===== src/rtl/ladybird_bus_arbiter_if.sv =====
// ladybird_config / ladybird_axi_interface: shared widths and the AXI4 port
// through which the bus arbiter reaches the system interconnect.
package ladybird_config;
    localparam int XLEN     = 32;
    localparam int N_REQ    = 2;
    localparam int AXI_ID_W = 4;
endpackage

interface ladybird_axi_interface;
    logic [ladybird_config::AXI_ID_W-1:0] awid;
    logic [ladybird_config::XLEN-1:0]     awaddr;
    logic [7:0]                           awlen;
    logic [2:0]                           awsize;
    logic [1:0]                           awburst;
    logic                                 awlock;
    logic [3:0]                           awcache;
    logic [2:0]                           awprot;
    logic                                 awvalid;
    logic                                 awready;
    logic [ladybird_config::AXI_ID_W-1:0] wid;
    logic [ladybird_config::XLEN-1:0]     wdata;
    logic [ladybird_config::XLEN/8-1:0]   wstrb;
    logic                                 wlast;
    logic                                 wvalid;
    logic                                 wready;
    logic [ladybird_config::AXI_ID_W-1:0] bid;
    logic [1:0]                           bresp;
    logic                                 bvalid;
    logic                                 bready;
    logic [ladybird_config::AXI_ID_W-1:0] arid;
    logic [ladybird_config::XLEN-1:0]     araddr;
    logic [7:0]                           arlen;
    logic [2:0]                           arsize;
    logic [1:0]                           arburst;
    logic                                 arlock;
    logic [3:0]                           arcache;
    logic [2:0]                           arprot;
    logic                                 arvalid;
    logic                                 arready;
    logic [ladybird_config::AXI_ID_W-1:0] rid;
    logic [ladybird_config::XLEN-1:0]     rdata;
    logic [1:0]                           rresp;
    logic                                 rlast;
    logic                                 rvalid;
    logic                                 rready;

    modport master (
        output awid, awaddr, awlen, awsize, awburst, awlock, awcache, awprot, awvalid,
        input  awready,
        output wid, wdata, wstrb, wlast, wvalid,
        input  wready,
        input  bid, bresp, bvalid,
        output bready,
        output arid, araddr, arlen, arsize, arburst, arlock, arcache, arprot, arvalid,
        input  arready,
        input  rid, rdata, rresp, rlast, rvalid,
        output rready
    );

    modport slave (
        input  awid, awaddr, awlen, awsize, awburst, awlock, awcache, awprot, awvalid,
        output awready,
        input  wid, wdata, wstrb, wlast, wvalid,
        output wready,
        output bid, bresp, bvalid,
        input  bready,
        input  arid, araddr, arlen, arsize, arburst, arlock, arcache, arprot, arvalid,
        output arready,
        output rid, rdata, rresp, rlast, rvalid,
        input  rready
    );
endinterface


===== src/rtl/ladybird_bus_arbiter.sv =====
// ladybird_bus_arbiter: round-robin share of one AXI4 master port between
// instruction fetch (port 0) and load/store (port 1), one beat outstanding.
module ladybird_bus_arbiter
    import ladybird_config::*;
(
    input  logic                        clk,
    input  logic                        nrst,
    input  logic [N_REQ-1:0]            req_valid,
    output logic [N_REQ-1:0]            req_ready,
    input  logic [N_REQ-1:0][XLEN-1:0]  req_addr,
    input  logic [N_REQ-1:0]            req_we,
    input  logic [N_REQ-1:0][XLEN-1:0]  req_wdata,
    input  logic [N_REQ-1:0][3:0]       req_wstrb,
    output logic [N_REQ-1:0]            rsp_valid,
    input  logic [N_REQ-1:0]            rsp_ready,
    output logic [XLEN-1:0]             rsp_data,
    output logic                        rsp_err,
    ladybird_axi_interface.master       axi
);
    typedef enum logic [2:0] {IDLE, AR, R, AWW, B, RSP} state_e;

    state_e            state_q, state_d;
    logic              last_q, g_q, we_q, aw_done_q, w_done_q, err_q;
    logic [XLEN-1:0]   addr_q, wdata_q, data_q;
    logic [3:0]        wstrb_q;
    logic              g, accept, aw_ok, w_ok;

    assign g      = &req_valid ? ~last_q : req_valid[1];
    // nrst gating keeps req_ready low while reset is held even though state is IDLE
    assign accept = nrst && state_q == IDLE && req_valid[g];
    assign req_ready = accept ? {g, ~g} : 2'b00;
    assign aw_ok  = aw_done_q | axi.awready;
    assign w_ok   = w_done_q | axi.wready;

    always_comb begin
        state_d = state_q;
        unique case (state_q)
            IDLE:    if (accept) state_d = req_we[g] ? AWW : AR;
            AR:      if (axi.arready) state_d = R;
            R:       if (axi.rvalid) state_d = RSP;
            AWW:     if (aw_ok && w_ok) state_d = B;
            B:       if (axi.bvalid) state_d = RSP;
            RSP:     if (rsp_ready[g_q]) state_d = IDLE;
            default: state_d = IDLE;
        endcase
    end

    always_ff @(posedge clk or negedge nrst) begin
        if (!nrst) begin
            state_q   <= IDLE;
            last_q    <= 1'b1;
            g_q       <= 1'b0;
            we_q      <= 1'b0;
            aw_done_q <= 1'b0;
            w_done_q  <= 1'b0;
            err_q     <= 1'b0;
            addr_q    <= '0;
            wdata_q   <= '0;
            data_q    <= '0;
            wstrb_q   <= '0;
        end else begin
            state_q <= state_d;
            if (accept) begin
                last_q    <= g;
                g_q       <= g;
                we_q      <= req_we[g];
                addr_q    <= req_addr[g];
                wdata_q   <= req_wdata[g];
                wstrb_q   <= req_wstrb[g];
                aw_done_q <= 1'b0;
                w_done_q  <= 1'b0;
            end
            if (state_q == AWW) begin
                aw_done_q <= aw_ok;
                w_done_q  <= w_ok;
            end
            if (state_q == R && axi.rvalid) begin
                data_q <= axi.rdata;
                err_q  <= (axi.rresp != 2'b00) || (axi.rid != AXI_ID_W'(g_q));
            end
            if (state_q == B && axi.bvalid) begin
                data_q <= '0;
                err_q  <= (axi.bresp != 2'b00) || (axi.bid != AXI_ID_W'(g_q));
            end
        end
    end

    assign axi.arvalid = state_q == AR;
    assign axi.arid    = AXI_ID_W'(g_q);
    assign axi.araddr  = addr_q & ~XLEN'(3);
    assign axi.arlen   = 8'd0;
    assign axi.arsize  = 3'b010;
    assign axi.arburst = 2'b01;
    assign axi.arlock  = 1'b0;
    assign axi.arcache = 4'd0;
    assign axi.arprot  = 3'd0;
    assign axi.rready  = state_q == R;

    assign axi.awvalid = state_q == AWW && !aw_done_q;
    assign axi.awid    = AXI_ID_W'(g_q);
    assign axi.awaddr  = addr_q & ~XLEN'(3);
    assign axi.awlen   = 8'd0;
    assign axi.awsize  = 3'b010;
    assign axi.awburst = 2'b01;
    assign axi.awlock  = 1'b0;
    assign axi.awcache = 4'd0;
    assign axi.awprot  = 3'd0;
    assign axi.wvalid  = state_q == AWW && !w_done_q && we_q;
    assign axi.wid     = AXI_ID_W'(g_q);
    assign axi.wdata   = wdata_q;
    assign axi.wstrb   = wstrb_q;
    assign axi.wlast   = 1'b1;
    assign axi.bready  = state_q == B;

    assign rsp_valid = state_q == RSP ? {g_q, ~g_q} : 2'b00;
    assign rsp_data  = data_q;
    assign rsp_err   = err_q;
endmodule


===== src/flat_wrapper.sv =====
// flat-port wrapper written by rule: the top's interface ports become plain ports
module ladybird_bus_arbiter_flat import ladybird_config::*;
  (clk, nrst, req_valid, req_ready, req_addr, req_we, req_wdata, req_wstrb, rsp_valid, rsp_ready, rsp_data, rsp_err, axi_awid, axi_awaddr, axi_awlen, axi_awsize, axi_awburst, axi_awlock, axi_awcache, axi_awprot, axi_awvalid, axi_awready, axi_wid, axi_wdata, axi_wstrb, axi_wlast, axi_wvalid, axi_wready, axi_bid, axi_bresp, axi_bvalid, axi_bready, axi_arid, axi_araddr, axi_arlen, axi_arsize, axi_arburst, axi_arlock, axi_arcache, axi_arprot, axi_arvalid, axi_arready, axi_rid, axi_rdata, axi_rresp, axi_rlast, axi_rvalid, axi_rready);
  ladybird_axi_interface axi_i ();
  input  logic clk;
  input  logic nrst;
  input  logic [N_REQ-1:0] req_valid;
  output logic [N_REQ-1:0] req_ready;
  input  logic [N_REQ-1:0][XLEN-1:0] req_addr;
  input  logic [N_REQ-1:0] req_we;
  input  logic [N_REQ-1:0][XLEN-1:0] req_wdata;
  input  logic [N_REQ-1:0][3:0] req_wstrb;
  output logic [N_REQ-1:0] rsp_valid;
  input  logic [N_REQ-1:0] rsp_ready;
  output logic [XLEN-1:0] rsp_data;
  output logic rsp_err;
  output wire logic [$bits(axi_i.awid)-1:0] axi_awid;
  output wire logic [$bits(axi_i.awaddr)-1:0] axi_awaddr;
  output wire logic [$bits(axi_i.awlen)-1:0] axi_awlen;
  output wire logic [$bits(axi_i.awsize)-1:0] axi_awsize;
  output wire logic [$bits(axi_i.awburst)-1:0] axi_awburst;
  output wire logic [$bits(axi_i.awlock)-1:0] axi_awlock;
  output wire logic [$bits(axi_i.awcache)-1:0] axi_awcache;
  output wire logic [$bits(axi_i.awprot)-1:0] axi_awprot;
  output wire logic [$bits(axi_i.awvalid)-1:0] axi_awvalid;
  input wire logic [$bits(axi_i.awready)-1:0] axi_awready;
  output wire logic [$bits(axi_i.wid)-1:0] axi_wid;
  output wire logic [$bits(axi_i.wdata)-1:0] axi_wdata;
  output wire logic [$bits(axi_i.wstrb)-1:0] axi_wstrb;
  output wire logic [$bits(axi_i.wlast)-1:0] axi_wlast;
  output wire logic [$bits(axi_i.wvalid)-1:0] axi_wvalid;
  input wire logic [$bits(axi_i.wready)-1:0] axi_wready;
  input wire logic [$bits(axi_i.bid)-1:0] axi_bid;
  input wire logic [$bits(axi_i.bresp)-1:0] axi_bresp;
  input wire logic [$bits(axi_i.bvalid)-1:0] axi_bvalid;
  output wire logic [$bits(axi_i.bready)-1:0] axi_bready;
  output wire logic [$bits(axi_i.arid)-1:0] axi_arid;
  output wire logic [$bits(axi_i.araddr)-1:0] axi_araddr;
  output wire logic [$bits(axi_i.arlen)-1:0] axi_arlen;
  output wire logic [$bits(axi_i.arsize)-1:0] axi_arsize;
  output wire logic [$bits(axi_i.arburst)-1:0] axi_arburst;
  output wire logic [$bits(axi_i.arlock)-1:0] axi_arlock;
  output wire logic [$bits(axi_i.arcache)-1:0] axi_arcache;
  output wire logic [$bits(axi_i.arprot)-1:0] axi_arprot;
  output wire logic [$bits(axi_i.arvalid)-1:0] axi_arvalid;
  input wire logic [$bits(axi_i.arready)-1:0] axi_arready;
  input wire logic [$bits(axi_i.rid)-1:0] axi_rid;
  input wire logic [$bits(axi_i.rdata)-1:0] axi_rdata;
  input wire logic [$bits(axi_i.rresp)-1:0] axi_rresp;
  input wire logic [$bits(axi_i.rlast)-1:0] axi_rlast;
  input wire logic [$bits(axi_i.rvalid)-1:0] axi_rvalid;
  output wire logic [$bits(axi_i.rready)-1:0] axi_rready;
  assign axi_awid = axi_i.awid;
  assign axi_awaddr = axi_i.awaddr;
  assign axi_awlen = axi_i.awlen;
  assign axi_awsize = axi_i.awsize;
  assign axi_awburst = axi_i.awburst;
  assign axi_awlock = axi_i.awlock;
  assign axi_awcache = axi_i.awcache;
  assign axi_awprot = axi_i.awprot;
  assign axi_awvalid = axi_i.awvalid;
  assign axi_i.awready = axi_awready;
  assign axi_wid = axi_i.wid;
  assign axi_wdata = axi_i.wdata;
  assign axi_wstrb = axi_i.wstrb;
  assign axi_wlast = axi_i.wlast;
  assign axi_wvalid = axi_i.wvalid;
  assign axi_i.wready = axi_wready;
  assign axi_i.bid = axi_bid;
  assign axi_i.bresp = axi_bresp;
  assign axi_i.bvalid = axi_bvalid;
  assign axi_bready = axi_i.bready;
  assign axi_arid = axi_i.arid;
  assign axi_araddr = axi_i.araddr;
  assign axi_arlen = axi_i.arlen;
  assign axi_arsize = axi_i.arsize;
  assign axi_arburst = axi_i.arburst;
  assign axi_arlock = axi_i.arlock;
  assign axi_arcache = axi_i.arcache;
  assign axi_arprot = axi_i.arprot;
  assign axi_arvalid = axi_i.arvalid;
  assign axi_i.arready = axi_arready;
  assign axi_i.rid = axi_rid;
  assign axi_i.rdata = axi_rdata;
  assign axi_i.rresp = axi_rresp;
  assign axi_i.rlast = axi_rlast;
  assign axi_i.rvalid = axi_rvalid;
  assign axi_rready = axi_i.rready;
  ladybird_bus_arbiter u_core (.clk(clk), .nrst(nrst), .req_valid(req_valid), .req_ready(req_ready), .req_addr(req_addr), .req_we(req_we), .req_wdata(req_wdata), .req_wstrb(req_wstrb), .rsp_valid(rsp_valid), .rsp_ready(rsp_ready), .rsp_data(rsp_data), .rsp_err(rsp_err), .axi(axi_i));
endmodule

===== config.mk =====
export PLATFORM = sky130hd
export DESIGN_NAME = ladybird_bus_arbiter_flat
export DESIGN_NICKNAME = d
export VERILOG_FILES = /design/src/rtl/ladybird_bus_arbiter_if.sv /design/src/rtl/ladybird_bus_arbiter.sv /design/src/flat_wrapper.sv
export SDC_FILE = /design/constraint.sdc
export NUM_CORES = 1
export LEC_CHECK = 0
export ABC_AREA = 1
export BUFFER_PORTS_ARGS = -buffer_cell sky130_fd_sc_hd__buf_2
export CAP_MARGIN = 20
export CORE_AREA = 2 2 151 153
export CTS_CLUSTER_DIAMETER = 30
export DETAILED_ROUTE_END_ITERATION = 6
export DIE_AREA = 0 0 153 155
export PLACE_DENSITY_LB_ADDON = 0.15
export SYNTH_ARGS = -nofsm -noshare
export SYNTH_HDL_FRONTEND = slang
export SYNTH_SLANG_ARGS = --single-unit

===== constraint.sdc =====
create_clock -name clk -period 4.1 [get_ports clk]
set_clock_uncertainty 0.1 [all_clocks]
set_input_delay 0.41 -clock clk [delete_from_list [all_inputs] [get_ports clk]]
set_output_delay 0.41 -clock clk [all_outputs]
set_load 0.02 [all_outputs]

Word level (Yosys, flattened, before mapping)
Cells that the tools add are included.
{ "op_classes": {"addsub": 0, "multipliers": 0, "n_div": 0, "n_lt_le_gt_ge": 2, "eq_ne": 13, "n_shift": 0, "n_mux": 30, "bitwise": 5, "reduce_logical": 19} }
{ "op_table": {"columns": ["cell", "count"], "rows": [
  ["$mux 32", 6],
  ["$mux 3", 6],
  ["$pmux 3 s6", 1],
  ["$mux 1", 12],
  ["$logic_and 1x1->1", 8],
  ["$mux 4", 2],
  ["$ne 2x1->1 const B", 4],
  ["$ne 4x1->1", 2],
  ["$reduce_bool 2->1", 4],
  ["$eq 3x2->1 const B", 2],
  ["$eq 3x3->1 const B", 2],
  ["$mux 2", 3],
  ["$reduce_and 6->1", 1],
  ["$lt 1x2->1 const B", 2],
  ["$ne 2x2->1 const B", 2],
  ["$eq 3x1->1 const B", 1],
  ["$logic_not 3->1", 1],
  ["$not 1->1", 3],
  ["$logic_not 1->1", 2],
  ["$logic_or 1x1->1", 2],
  ["$or 1x1->1", 2],
  ["$reduce_and 2->1", 1]
]} }
{ "word_totals": {"reg_bits": 109, "latchBits": 0, "mem_bits_rw": 0, "mem_bits_ro": 0, "inputBits": 194, "output_inout_bits": 197, "elab_cells": 80, "n_memories": 0} }

Longest topological paths before layout
{ "depth": {"depth_word": 7, "depth_mapped": 10, "ltp_nobuf": 8} }

Least setup slack after synthesis
OpenSTA, ideal clock, no wires.
{ "synth_path": {"kind": "register to output", "from": "reg u_core.state_q[1]", "to": "out req_ready[0]", "t_arrival_ns": 1.269, "required_time_ns": 3.590, "path_slack_ns": 2.321, "stages_incl_launch_ff": 7, "n_path_buf": 1, "cell_sequence": "dfrtp_1 > nor2_2 > nand2_2 > nor2_4 > inv_2 > nor2_4 > buf_2"} }
{ "synth_via": {"elab_chain_cells": 4} }
{ "synth_rtl": {"columns": ["element", "line", "source"], "rows": [
  ["from (decl)", "ladybird_bus_arbiter.sv:22", "state_e state_q, state_d;"],
  ["from (signal assigned)", "ladybird_bus_arbiter.sv:62", "state_q <= state_d;"],
  ["$logic_not 3->1", "ladybird_bus_arbiter.sv:30", "assign accept = nrst && state_q == IDLE && req_valid[g];"],
  ["$logic_and 1x1->1 (2 in series)", "ladybird_bus_arbiter.sv:30", null],
  ["$mux 2", "ladybird_bus_arbiter.sv:31", "assign req_ready = accept ? {g, ~g} : 2'b00;"],
  ["to (decl)", "flat_wrapper.sv:8", "output logic [N_REQ-1:0] req_ready;"]
]} }
Every way passes these cells.

Worst setup path in the final report
{ "layout_path": {"from": "reg u_core.state_q[1]", "to": "reg u_core.wdata_q[19] (netlist: u_core.axi.wdata[19])"} }
{ "layout_via": {"elab_chain_cells": 3} }
{ "layout_rtl": {"columns": ["element", "line", "source"], "rows": [
  ["$logic_not 3->1", "ladybird_bus_arbiter.sv:30", null],
  ["$logic_and 1x1->1 (2 in series)", "ladybird_bus_arbiter.sv:30", null],
  ["to (signal assigned)", "ladybird_bus_arbiter.sv:68", "wdata_q <= req_wdata[g];"],
  ["to (decl)", "ladybird_bus_arbiter.sv:24", "logic [XLEN-1:0] addr_q, wdata_q, data_q;"]
]} }
Every way passes these cells.
A chain may end at the register's enable or synchronous reset.

==> summary.txt <==
Cells and area
  • P&R area growth vs syn: 30.9%
  • Nets: 1171
  • Design area: 0.00713 mm^2
  • Share of cells above drive strength 1: 0.367

STA
  • Final period utilization: 0.577
  • Highest clock rate: 422 MHz
  • Slew margin rel.: 0.425
  • Min Tclk post-route: 2.37 ns
  • Hold Fails Final Rpt: 0
  • Setup TNS: 0 ns
  • Final Max Slew Viols: 0
  • Worst Max-Slew Pin Slew: 0.862 ns
  • Endpoints failing setup: 0
  • RSZ-0062 raised after global routing: false

Critical path
  • Crit path DAT: 2.56 ns
  • Crit-path cells: nor2_2 > nand2_2 > nor2_4 > inv_2 > nor2_4 > buf_4 > nand2_1 > nand3_1
  • CP max FO: 62
  • Endpoint class of the critical path: flop
  • CP Class: reg2reg
  • Crit path required time: 4.29 ns
  • Setup crit start kind: flop
  • CP max-delay cell: buf_4
  • Top delay family on crit path: simple AND/OR/NAND/NOR gates
  • Critical Path Max Stage Delay: 0.59 ns
  • R2r worst-path depth: 8
  • Crit path depth: 8
  • CP bufs+invs: 2
  • Crit path top cell by count: nor2_4

Pwr
  • PwrDens: 721 mW/mm^2
  • VDD IR max: 0.259 mV
  • Leak: 4.18 nW

Hold path
  • HP Class: in2async

Logic synthesis
  • Top cell type's share of synthesized area: 0.487
  • Yosys reg bits: 107
  • Warnings, synthesis: 0
  • Cell taking the most area after synthesis: dfrtp_1
  • Syn_area_per_cell: 7.85 um^2
  • Sequential share of the synthesized area: 0.492
  • Syn Inst Count: 694
  • Synth top area cells: dfrtp_1 (49%), nand2_1 (22%), buf_4 (13%)
  • Synth cell types: 21
  • Synthesized cell area: 0.00545 mm^2

Route
  • Number of remaining DRC errors: 0
  • Via density: 4.06
  • Starting DRT DRC Count: 243
  • WL/cell: 13.8 um
  • DRT Wirelength: 17.5 mm
  • Drt pass-1 iters: 4
  • Via Count: 5147
  • DRT antenna net count: 0

Clock network
  • Clk pin slew, worst setup/hold paths: 0.08 ns
  • Root cell of the clock tree: clkbuf_16
  • Clock Sinks: 107
  • Hold Buf Count CTS: 0
  • CTS tree: done
  • Total setup buffers inserted after CTS: 0
  • CTS resizes: 0
  • CTS H-tree depth: 3
  • CTS buffer count: 9
  • CTS Buffer Depth: 2
  • Worst-skew pair later-pin latency: 0.35 ns

Flow run
  • Max_cap viols: 0

Die
  • Row Count: 55
  • Area of the die: 0.0237 mm^2
  • Top Ports: 391
  • Core area: 0.0222 mm^2
  • Effective utilization at floorplan: 0.245
  • Die W: 153 um
  • Die H: 155 um

Placement
  • DP Area: 0.00685 mm^2
  • PortBufs: 329
  • Hpwl dp: 12.8 mm
  • GPL Wtd Cong: 0.762

Status
  • Outcome: finished clean

GRT
  • Vias in the first global route: 5101
  • Largest net degree at the start of global routing: 68
  • Initial antenna violation count: 1
  • Grt ovf: 0
  • Tot GR Track Use: 0.145
  • First-pass GRT wire length: 27.3 mm
-- where the power goes --
group / leakage [nW] / switching, mW / internal, mW
clock: 0.138 / 0.430 / 0.419
sequential: 1.35 / 0.317 / 1.52
combinational: 2.69 / 1.65 / 0.805
-- layout by cell type (no fill, tap or decap) --
| cell | Yosys | layout |
|---|---|---|
| o21ai_0 | 3 | 3 |
| nor3_1 | 3 | 3 |
| dfstp_2 | 1 | 1 |
| nand3_1 | 80 | 80 |
| nor2_1 | 25 | 25 |
| nand3b_1 | 2 | 2 |
| diode_2 | 0 | 1 |
| o22ai_1 | 2 | 2 |
| clkbuf_16 | 0 | 9 |
| nand2_1 | 321 | 321 |
| dfrtp_1 | 106 | 106 |
| clkinv_4 | 0 | 3 |
| nand2_2 | 1 | 1 |
| nor2_4 | 3 | 3 |
| inv_8 | 0 | 1 |
| o21ai_1 | 2 | 2 |
| inv_2 | 3 | 3 |
| a21oi_1 | 4 | 4 |
| nor2_2 | 2 | 2 |
| buf_4 | 92 | 7 |
| conb_1 | 2 | 56 |
| buf_2 | 16 | 328 |
| clkinv_2 | 0 | 1 |
| inv_1 | 17 | 17 |
| inv_6 | 0 | 1 |
-- worst paths after layout --
path	to	slack, ns	from
max in group asynchronous	u_core.axi.wdata[28]	2.56	nrst
hold / removal	u_core.rsp_data[22]	0.05	nrst
min in group clk	u_core.rsp_data[11]	0.15	axi_rdata[11]
hold reg to reg	u_core.rsp_data[11]	0.37	u_core.rsp_data[11]
setup / recovery	u_core.axi.wdata[19]	1.73	u_core.state_q[1]
setup reg to reg	u_core.axi.wdata[19]	1.73	u_core.state_q[1]
-- worst reg2reg max path: stages (launching register included) --
cell and delay (ns):
dfrtp_1 0.46, nor2_2 0.19, nand2_2 0.10, nor2_4 0.18, inv_2 0.09, nor2_4 0.23, buf_4 0.59, nand2_1 0.25
nand3_1 0.13
-- flip-flops by register name, indices dropped and copies added (netlist names) --
name,flops
u_core.we_q,1
u_core.state_q,3
u_core.axi.wdata,32
u_core.addr_q,30
u_core.w_done_q,1
u_core.axi.wstrb,4
u_core.aw_done_q,1
u_core.rsp_data,32
u_core.last_q,1
u_core.rsp_err,1
u_core.g_q,1
-- logic make-up (layout without fill, tap and decap cells) --
family                 after synthesis  after routing  synth area share
AOI/OAI and AO/OA                   11             11            0.0106
other                                2             57           0.00138
and+or+nand+nor                    437            437             0.327
DFF                                107            107             0.492
buffers and inverters              137            370             0.170
-- metrics by stage --
stage / utilization / instances / setup slack, ns / hold slack, ns / total power, mW
global placement: 0.308 / 1251 / 1.57 / 0.350 / 4.37
global route: 0.321 / 1267 / 1.44 / 0.100 / 5.57
detailed placement: 0.308 / 1251 / 1.59 / 0.354 / 4.37
CTS: 0.321 / 1266 / 1.60 / 0.0657 / 5.26
finish: 0.321 / 1267 / 1.73 / 0.0514 / 5.14
floorplan: - / 748 / 2.32 / 0.0144 / 3.65
-- synth_stat cells (all sizes together) --
master	instances
dfrtp	106
o21ai	5
nor3	3
buf	114
nand3b	2
a21oi	4
o22ai	2
nand2	322
inv	20
dfstp	1
clkbuf	3
nand3	80
nor2	30
conb	2
-- final cells by class --
type / instances / area, um^2
antenna: 1 / 2.50
clock buffer: 9 / 225
clock inverter: 6 / 51.3
fill: 2433 / 15100
inverter: 20 / 75.1
multi-input combinational: 504 / 2050
sequential: 107 / 2680
tap: 285 / 357
timing repair buffer: 335 / 1690
-- metal layers --
layer | vias to the layer above | wire [um] | global-route usage
met5 | - | 0 | 0
met1 | 2316 | 7320 | 0.178
met4 | 0 | 321 | 0.0507
met3 | 19 | 1740 | 0.0532
met2 | 247 | 8090 | 0.237
li1 | 2565 | - | -
Note: power is estimated with default switching activity, not from simulation.
